===== src/rtl/dpram_port_a_arbiter_if.sv =====
// rtl/dpram_port_a_arbiter_if.sv - requester, RAM port A and port B monitor bundle for the port A arbiter
interface dpram_port_a_arbiter_if #(
  parameter int N   = 4,
  parameter int AW  = 4,
  parameter int DW  = 8,
  parameter int IDW = 2
);
  logic [N-1:0]    req;
  logic [N-1:0]    req_we;
  logic [N*AW-1:0] req_addr;
  logic [N*DW-1:0] req_din;
  logic [N-1:0]    gnt;
  logic [DW-1:0]   rdata;
  logic            rvalid;
  logic [IDW-1:0]  rid;
  logic            ram_we_a;
  logic [AW-1:0]   ram_addr_a;
  logic [DW-1:0]   ram_din_a;
  logic [DW-1:0]   ram_dout_a;
  logic            mon_we_b;
  logic [AW-1:0]   mon_addr_b;
  logic            collision;
  logic            clr_collision;
  logic            busy;

  modport slave (
    input  req, req_we, req_addr, req_din, ram_dout_a, mon_we_b, mon_addr_b, clr_collision,
    output gnt, rdata, rvalid, rid, ram_we_a, ram_addr_a, ram_din_a, collision, busy
  );

  modport master (
    output req, req_we, req_addr, req_din, ram_dout_a, mon_we_b, mon_addr_b, clr_collision,
    input  gnt, rdata, rvalid, rid, ram_we_a, ram_addr_a, ram_din_a, collision, busy
  );
endinterface


===== src/rtl/dpram_port_a_arbiter.sv =====
// rtl/dpram_port_a_arbiter.sv - round-robin sequencer sharing RAM port A between N requesters
module dpram_port_a_arbiter #(
  parameter int N      = 4,
  parameter int AW     = 4,
  parameter int DW     = 8,
  parameter int RD_LAT = 1,
  parameter int IDW    = 2
) (
  input  logic                 clk,
  input  logic                 rst,
  dpram_port_a_arbiter_if.slave bus
);

  typedef enum logic [1:0] {IDLE, ISSUE, WAIT, RESP} state_t;

  state_t         state_q;
  logic [IDW-1:0] ptr_q;
  logic [IDW-1:0] win_q;
  logic [IDW-1:0] win_d;
  logic           found_d;
  logic [IDW:0]   idx;
  logic [1:0]     cnt_q;
  logic [N-1:0]   gnt_q;
  logic [DW-1:0]  rdata_q;
  logic           rvalid_q;
  logic [IDW-1:0] rid_q;
  logic           we_q;
  logic [AW-1:0]  addr_q;
  logic [DW-1:0]  din_q;
  logic           coll_q;
  logic           busy_q;

  // First requesting index at or above ptr, wrapping modulo N.
  always_comb begin
    found_d = 1'b0;
    win_d   = '0;
    idx     = '0;
    for (int k = 0; k < N; k++) begin
      idx = {1'b0, ptr_q} + (IDW+1)'(k);
      if (idx >= (IDW+1)'(N)) idx = idx - (IDW+1)'(N);
      if (!found_d && bus.req[idx[IDW-1:0]]) begin
        found_d = 1'b1;
        win_d   = idx[IDW-1:0];
      end
    end
  end

  always_ff @(posedge clk or posedge rst) begin
    if (rst) begin
      state_q  <= IDLE;
      ptr_q    <= '0;
      win_q    <= '0;
      cnt_q    <= '0;
      gnt_q    <= '0;
      rdata_q  <= '0;
      rvalid_q <= 1'b0;
      rid_q    <= '0;
      we_q     <= 1'b0;
      addr_q   <= '0;
      din_q    <= '0;
      coll_q   <= 1'b0;
      busy_q   <= 1'b0;
    end else begin
      rvalid_q <= 1'b0;
      case (state_q)
        IDLE: begin
          we_q <= 1'b0;
          if (found_d) begin
            win_q   <= win_d;
            addr_q  <= bus.req_addr[win_d*AW +: AW];
            din_q   <= bus.req_din[win_d*DW +: DW];
            we_q    <= bus.req_we[win_d];
            gnt_q   <= N'(1) << win_d;
            busy_q  <= 1'b1;
            state_q <= ISSUE;
          end
        end
        ISSUE: begin
          gnt_q <= '0;
          we_q  <= 1'b0;
          ptr_q <= (win_q == IDW'(N-1)) ? '0 : win_q + 1'b1;
          if (we_q) begin
            busy_q  <= 1'b0;
            state_q <= IDLE;
          end else if (RD_LAT == 1) begin
            state_q <= RESP;
          end else begin
            cnt_q   <= 2'(RD_LAT-1);
            state_q <= WAIT;
          end
        end
        WAIT: begin
          if (cnt_q == 2'd1) state_q <= RESP;
          else               cnt_q   <= cnt_q - 1'b1;
        end
        RESP: begin
          rdata_q  <= bus.ram_dout_a;
          rid_q    <= win_q;
          rvalid_q <= 1'b1;
          busy_q   <= 1'b0;
          state_q  <= IDLE;
        end
        default: state_q <= IDLE;
      endcase

      // Only a same-cycle write on both ports counts; set beats clear.
      if (state_q == ISSUE && we_q && bus.mon_we_b && addr_q == bus.mon_addr_b)
        coll_q <= 1'b1;
      else if (bus.clr_collision)
        coll_q <= 1'b0;
    end
  end

  assign bus.gnt        = gnt_q;
  assign bus.rdata      = rdata_q;
  assign bus.rvalid     = rvalid_q;
  assign bus.rid        = rid_q;
  assign bus.ram_we_a   = we_q;
  assign bus.ram_addr_a = addr_q;
  assign bus.ram_din_a  = din_q;
  assign bus.collision  = coll_q;
  assign bus.busy       = busy_q;

endmodule


===== src/flat_wrapper.sv =====
// flat-port wrapper written by rule: the top's interface ports become plain ports
module dpram_port_a_arbiter_flat 
#(
  parameter int N      = 4,
  parameter int AW     = 4,
  parameter int DW     = 8,
  parameter int RD_LAT = 1,
  parameter int IDW    = 2
)
  (clk, rst, bus_req, bus_req_we, bus_req_addr, bus_req_din, bus_ram_dout_a, bus_mon_we_b, bus_mon_addr_b, bus_clr_collision, bus_gnt, bus_rdata, bus_rvalid, bus_rid, bus_ram_we_a, bus_ram_addr_a, bus_ram_din_a, bus_collision, bus_busy);
  dpram_port_a_arbiter_if #(.N(N), .AW(AW), .DW(DW), .IDW(IDW)) bus_i ();
  input  logic clk;
  input  logic rst;
  input wire logic [$bits(bus_i.req)-1:0] bus_req;
  input wire logic [$bits(bus_i.req_we)-1:0] bus_req_we;
  input wire logic [$bits(bus_i.req_addr)-1:0] bus_req_addr;
  input wire logic [$bits(bus_i.req_din)-1:0] bus_req_din;
  input wire logic [$bits(bus_i.ram_dout_a)-1:0] bus_ram_dout_a;
  input wire logic [$bits(bus_i.mon_we_b)-1:0] bus_mon_we_b;
  input wire logic [$bits(bus_i.mon_addr_b)-1:0] bus_mon_addr_b;
  input wire logic [$bits(bus_i.clr_collision)-1:0] bus_clr_collision;
  output wire logic [$bits(bus_i.gnt)-1:0] bus_gnt;
  output wire logic [$bits(bus_i.rdata)-1:0] bus_rdata;
  output wire logic [$bits(bus_i.rvalid)-1:0] bus_rvalid;
  output wire logic [$bits(bus_i.rid)-1:0] bus_rid;
  output wire logic [$bits(bus_i.ram_we_a)-1:0] bus_ram_we_a;
  output wire logic [$bits(bus_i.ram_addr_a)-1:0] bus_ram_addr_a;
  output wire logic [$bits(bus_i.ram_din_a)-1:0] bus_ram_din_a;
  output wire logic [$bits(bus_i.collision)-1:0] bus_collision;
  output wire logic [$bits(bus_i.busy)-1:0] bus_busy;
  assign bus_i.req = bus_req;
  assign bus_i.req_we = bus_req_we;
  assign bus_i.req_addr = bus_req_addr;
  assign bus_i.req_din = bus_req_din;
  assign bus_i.ram_dout_a = bus_ram_dout_a;
  assign bus_i.mon_we_b = bus_mon_we_b;
  assign bus_i.mon_addr_b = bus_mon_addr_b;
  assign bus_i.clr_collision = bus_clr_collision;
  assign bus_gnt = bus_i.gnt;
  assign bus_rdata = bus_i.rdata;
  assign bus_rvalid = bus_i.rvalid;
  assign bus_rid = bus_i.rid;
  assign bus_ram_we_a = bus_i.ram_we_a;
  assign bus_ram_addr_a = bus_i.ram_addr_a;
  assign bus_ram_din_a = bus_i.ram_din_a;
  assign bus_collision = bus_i.collision;
  assign bus_busy = bus_i.busy;
  dpram_port_a_arbiter #(.N(N), .AW(AW), .DW(DW), .RD_LAT(RD_LAT), .IDW(IDW)) u_core (.clk(clk), .rst(rst), .bus(bus_i));
endmodule

===== config.mk =====
export PLATFORM = sky130hd
export DESIGN_NAME = dpram_port_a_arbiter_flat
export DESIGN_NICKNAME = d
export VERILOG_FILES = /design/src/rtl/dpram_port_a_arbiter_if.sv /design/src/rtl/dpram_port_a_arbiter.sv /design/src/flat_wrapper.sv
export SDC_FILE = /design/constraint.sdc
export NUM_CORES = 1
export LEC_CHECK = 0
export ABC_AREA = 1
export CAP_MARGIN = 40
export CORE_UTILIZATION = 35
export CTS_CLUSTER_SIZE = 30
export DETAILED_ROUTE_END_ITERATION = 6
export GPL_ROUTABILITY_DRIVEN = 0
export PLACE_DENSITY = 0.74
export SYNTH_ARGS = -nofsm -noshare
export SYNTH_HDL_FRONTEND = slang
export SYNTH_SLANG_ARGS = --single-unit

===== constraint.sdc =====
create_clock -name clk -period 2.4 [get_ports clk]
set_clock_uncertainty 0.05 [all_clocks]
set_input_delay 0.36 -clock clk [delete_from_list [all_inputs] [get_ports clk]]
set_output_delay 0.36 -clock clk [all_outputs]
set_load 0.005 [all_outputs]

# Yosys cells after proc, flatten, opt, wreduce, memory -nomap -nowiden
# Cells that the tools add are included.
# op_classes
add_sub_neg,9
n_lt_le_gt_ge,9
n_eq_ne,9
shifts,3
n_mux,37
bitwise,1
n_reduce_logical,18
# op_table
op,count
32-bit by 6-bit variable part select with 8-bit output,1
2-bit two-way mux,12
16-bit by 5-bit variable part select with 4-bit output,1
2-bit by 3-bit < comparator with 1-bit output (second input constant),5
1-bit two-way mux,15
1-bit binary-select mux with 2-bit select,5
2-bit by 1-bit subtractor with 2-bit output (second input constant),5
3-bit >= comparator (second input constant),3
2-bit one-hot mux with 4 select lines,1
4-bit one-hot mux with 2 select lines,1
2-bit AND reduction,4
2-bit by 2-bit adder with 3-bit output (second input constant),2
2-bit equality test (second input constant),3
1-bit logical AND,6
2-bit by 1-bit != test with 1-bit output (second input constant),3
2-bit by 1-bit equality test with 1-bit output (second input constant),2
4-bit equality test,1
4-bit two-way mux,1
2-bit nonzero test,2
1-bit by 2-bit left shift with 4-bit output (first input constant),1
2-bit by 1-bit adder with 3-bit output (second input constant),1
2-bit by 3-bit >= comparator with 1-bit output (second input constant),1
1-bit logical NOT,3
1-bit one-hot mux with 3 select lines,1
6 further kinds,6
# totals
reg_bits,38
input_bits,72
out_inout_bits,30
elab_cells,99

# Depth between registers and ports, before layout
# depth
depth_word,18
mapped_depth,16
ltp_nobuf,15

# Worst setup path before layout
# Ideal clock, no wire load.
# synth_path
path_kind,register to register
from,reg u_core.ptr_q[0]
to,reg u_core.addr_q[0] (netlist: u_core.bus.ram_addr_a[0])
arrival_ps,1563
slack_ps,671
path_stages_with_launch,16
cell_sequence,dfrtp_1 > buf_4 > nand2_1 > nand2_1 > nand2_1 > nand2_2 > nor2_4 > nand3_2 > buf_6 > buf_6 > nand4_1 > nand2_1 > nand2_1 > nand2_1 > nand2_1 > nand2_1
# synth_via
elab_chain_cells,15
word_cells_on_any_way,39
classes_between,7 x add/sub; 4 x order compare; 1 x shift; 20 x mux; 7 x reduce/logical
# synth_lines
item,line,source
start: declaration,dpram_port_a_arbiter.sv:17,logic [IDW-1:0] ptr_q;
start signal: assignment,dpram_port_a_arbiter.sv:81,ptr_q <= (win_q == IDW'(N-1)) ? '0 : win_q + 1'b1;
branches (longest 15 deep; another with 2-bit by 1-bit adder with 3-bit output),-,
end signal: assignment,dpram_port_a_arbiter.sv:70,addr_q <= bus.req_addr[win_d*AW +: AW];
end: declaration,dpram_port_a_arbiter.sv:28,logic [AW-1:0] addr_q;
# Several ways; the timed one is not identified. The select of a mux whose other input is x is not followed.
# A chain may end at the register's enable or synchronous reset.

# Worst setup path in the final report
# layout_path
from,reg u_core.ptr_q[0]
to,reg u_core.din_q[6] (netlist: u_core.bus.ram_din_a[6])
# layout_via
elab_chain_cells,15
word_cells_on_any_way,39
classes_between,7 x add/sub; 4 x order compare; 1 x shift; 20 x mux; 7 x reduce/logical
# layout_lines
item,line,source
branches (longest 15 deep; another with 2-bit by 1-bit adder with 3-bit output),-,
end signal: assignment,dpram_port_a_arbiter.sv:71,din_q <= bus.req_din[win_d*DW +: DW];
end: declaration,dpram_port_a_arbiter.sv:29,logic [DW-1:0] din_q;
# Several ways; the timed one is not identified. The select of a mux whose other input is x is not followed.

==> flow_summary.toml <==
[global_routing]
antenna_found_initial = 0
grtUsageTotal = 0.194
largest_net_degree_at_the_start_of_global_routing = 39
global_route_wire_length_before_repair_um = 11300
first_global_vias = 2579
gr_overflow_total = 0

[floorplan]
die-area_sq_mm = 0.00729
core-area_sq_mm = 0.00676
boundaryPins = 102
floorplan.die.width_um = 85.4
start_util = 0.360
die_h_um = 85.4
standard_cell_row_count = 30

[yosys]
syn_area_per_cell_sq_um = 6.83
synth-xor-area-share = 0.0144
synth_area_leaders = "dfrtp_1 (39%), nand2_1 (31%), nand4_1 (7.2%)"
synthAdderAreaFrac = 0.0103
combinational_family_with_the_most_area_after_synthesis = "simple AND/OR/NAND/NOR gates"
post_synth_and_or_nand_nor_area_fraction = 0.464
synth_seq_area_share = 0.391
synth.yosys.warnings = 0
netlist.top_cell.by_area = "dfrtp_1"
synth-compound-area-share = 0.0350
synth_area_sq_mm = 0.00243
syn_nets = 430
post_synth_inst_count = 356
synth_cell_types = 27
synth.top_cell.area_share = 0.391
synth_mux_area_frac = 0
yosys_register_bits = 38

[critical_path]
r2r_setup_slack_ns = 0.36
cpLargestDelayFamily = "simple AND/OR/NAND/NOR gates"
critPathMostFrequentCell = "nand2_1"
rr_worst_depth = 14
path_buf_inv = 2
cp.depth = 14
cp_slowest_stage_delay_ns = 0.50
worst-endpoint-arrival_ns = 2.23
critical_path_required_ns = 2.59
kind_of_end_point_of_the_critical_path = "register"
crit_fanout = 26
cell_chain_of_the_critical_path = "inv_2 -> nand2_1 -> nand3_1 -> nand2_1 -> nand2_2 -> nand2_1 -> nand2_2 -> buf_4 -> nand4_1 -> nand2_1 -> nand2_1 -> nand2_1 -> nand2_1 -> nand2_1"
setup.worst_path.class = "register to register"
critPathLaunchType = "register"
slowest_stage_cell_cp = "dfrtp_2"

[drt]
post_drt_wl_per_cell_um = 12.3
vias_per_cell = 4.89
drt_iter0_markers = 105
route.detailed.drc = 0
drt-pass1-iter-count = 6
antenna_left = 0
drt_wl_total_um = 6620
detailroute.via_count = 2623

[place]
io_buffers = 101
hpwl_um = 5060

[timing]
final_max_slew_viol_count = 0
grt_setup_unrepaired = "false"
timing.slew.headroom = 0.678
period_share = 0.849
setup-violations-final = 0
fin_crit_ns = 2.04
tightestPinTransition_ns = 0.483
fmaxAchievable_mhz = 491
setup_total_negative_slack_ns = 0
hold_viol_final = 0

[clock_tree]
clock_insertion_delay_worst_skew_ns = 0.30
clk_root_buffer_cell = "clkbuf_8"
clk_pin_slew_ns = 0.08
cts_sinks = 38
tritoncts = "done"
clock_path_buffers = 2
cts.hold.buffers_added = 0
number_of_buffers_added_by_the_clock_tree_synthesis_step = 5
h_tree_lvl_count = 2

[finish]
antenna_cells = 0
area_growth_pct = 49.6
drive_above_1_share = 0.0811
commonest_cells_after_routing_fill_and_taps_aside = "nand2_1 (202), clkdlybuf4s50_1 (101), dfrtp_1 (37), nand4_1 (28), inv_1 (16)"
most_common_cell_after_layout_fill_and_taps_aside = "nand2_1"
nNetsFinal = 529

[pwr]
p_leak_uw = 0.00186
total_power_uw = 5290
power_density_mw_per_mm2 = 1450
worst_ir_drop_vdd_uv = 643

[flow_run]
timing.max_cap.violations = 0

[hold_path]
hold_path.class = "input port to asynchronous set/reset pin"

[run_status]
outcome = "complete, no violations"
-- path summary, 6_finish.rpt --
kind / from / end
max: u_core.ptr_q[0]$_DFFE_PP0P_ / u_core.bus.ram_din_a[6]$_DFFE_PP0P_
min: rst / u_core.bus.busy$_DFFE_PP0P_
max reg2reg: u_core.ptr_q[0]$_DFFE_PP0P_ / u_core.bus.ram_din_a[6]$_DFFE_PP0P_
min reg2reg: u_core.bus.busy$_DFFE_PP0P_ / u_core.bus.busy$_DFFE_PP0P_
max in group asynchronous: rst / u_core.ptr_q[0]$_DFFE_PP0P_
min in group clk: u_core.bus.busy$_DFFE_PP0P_ / u_core.bus.busy$_DFFE_PP0P_
-- registers in the layout, summed over array words and instances, names as in the netlist --
signal	cells
u_core.bus.ram_addr_a	4
u_core.bus.rvalid	1
u_core.state_q	2
u_core.cnt_q	2
u_core.bus.collision	1
u_core.bus.rdata	8
u_core.bus.gnt	4
u_core.win_q	2
u_core.bus.busy	1
u_core.bus.ram_we_a	1
u_core.ptr_q	2
u_core.bus.ram_din_a	8
u_core.bus.rid	2
-- report_power, final --
part	internal (uW)	total, uW	leakage, uW	switching, uW
clock network	416	657	0.0000683	240
registers	940	1160	0.000476	219
logic	1430	3470	0.00132	2050
-- synthesized netlist by cell type --
cell / instances
ha_1: 2
o211ai_1: 1
nor3_1: 1
dfrtp_1: 38
xnor2_1: 2
nor2_1: 4
clkbuf_1: 2
inv_4: 1
o21ai_1: 1
o31ai_1: 5
xor2_1: 2
buf_6: 4
nand3_1: 7
buf_2: 8
or2_2: 1
nand3_2: 6
buf_4: 4
nand3b_1: 2
a21oi_1: 1
o21ai_0: 6
nor2_4: 1
nand4_1: 28
inv_1: 17
inv_2: 4
nand2_2: 4
nand2_4: 2
nand2_1: 202
-- cell type report --
cell class / instances / area (sq um)
Sequential cell: 38 / 952
Clock buffer: 5 / 68.8
Multi-Input combinational cell: 278 / 1270
Inverter: 22 / 85.1
Timing Repair Buffer: 110 / 1090
Tap cell: 80 / 100
Fill cell: 613 / 3120
Clock inverter: 3 / 68.8
-- logic make-up (layout without fill, tap and decap cells) --
logic type | Yosys count | count (layout)
buffers and inverters | 40 | 140
DFF | 38 | 38
AOI/OAI and AO/OA | 14 | 14
and+or+nand+nor | 258 | 258
xor gates and xnor gates | 4 | 4
adders and majority gates | 2 | 2
-- routing by layer --
metal | global-route usage | share of wire
met5 | 0 | 0
met4 | 0.0576 | 0.020
met3 | 0.0486 | 0.060
met2 | 0.346 | 0.48
met1 | 0.231 | 0.44
-- metrics by stage --
step | setup WS, ns | hold WS [ns] | area (sq um) | cells | utilization
detailed placement | 0.161 | 0.413 | 3500 | 528 | 0.518
global placement | 0.226 | 0.411 | 3500 | 528 | 0.518
finish | 0.362 | 0.428 | 3640 | 536 | 0.539
CTS | 0.247 | 0.430 | 3640 | 536 | 0.539
global route | 0.122 | 0.437 | 3640 | 536 | 0.539
floorplan | 0.671 | 0.403 | 2430 | 356 | -
-- worst reg2reg max path, delay by kind of cell, from the launching register on --
kind                   cells  cell delay (ns)
and+or+nand+nor           12             1.01
DFF                        1             0.50
buffers and inverters      2             0.43
-- timing repair --
item,CTS,global route
resized for setup,0,1
buffers inserted,0,0
endpoints found under the setup margin,0,5
Note: power is estimated with default switching activity, not from simulation.
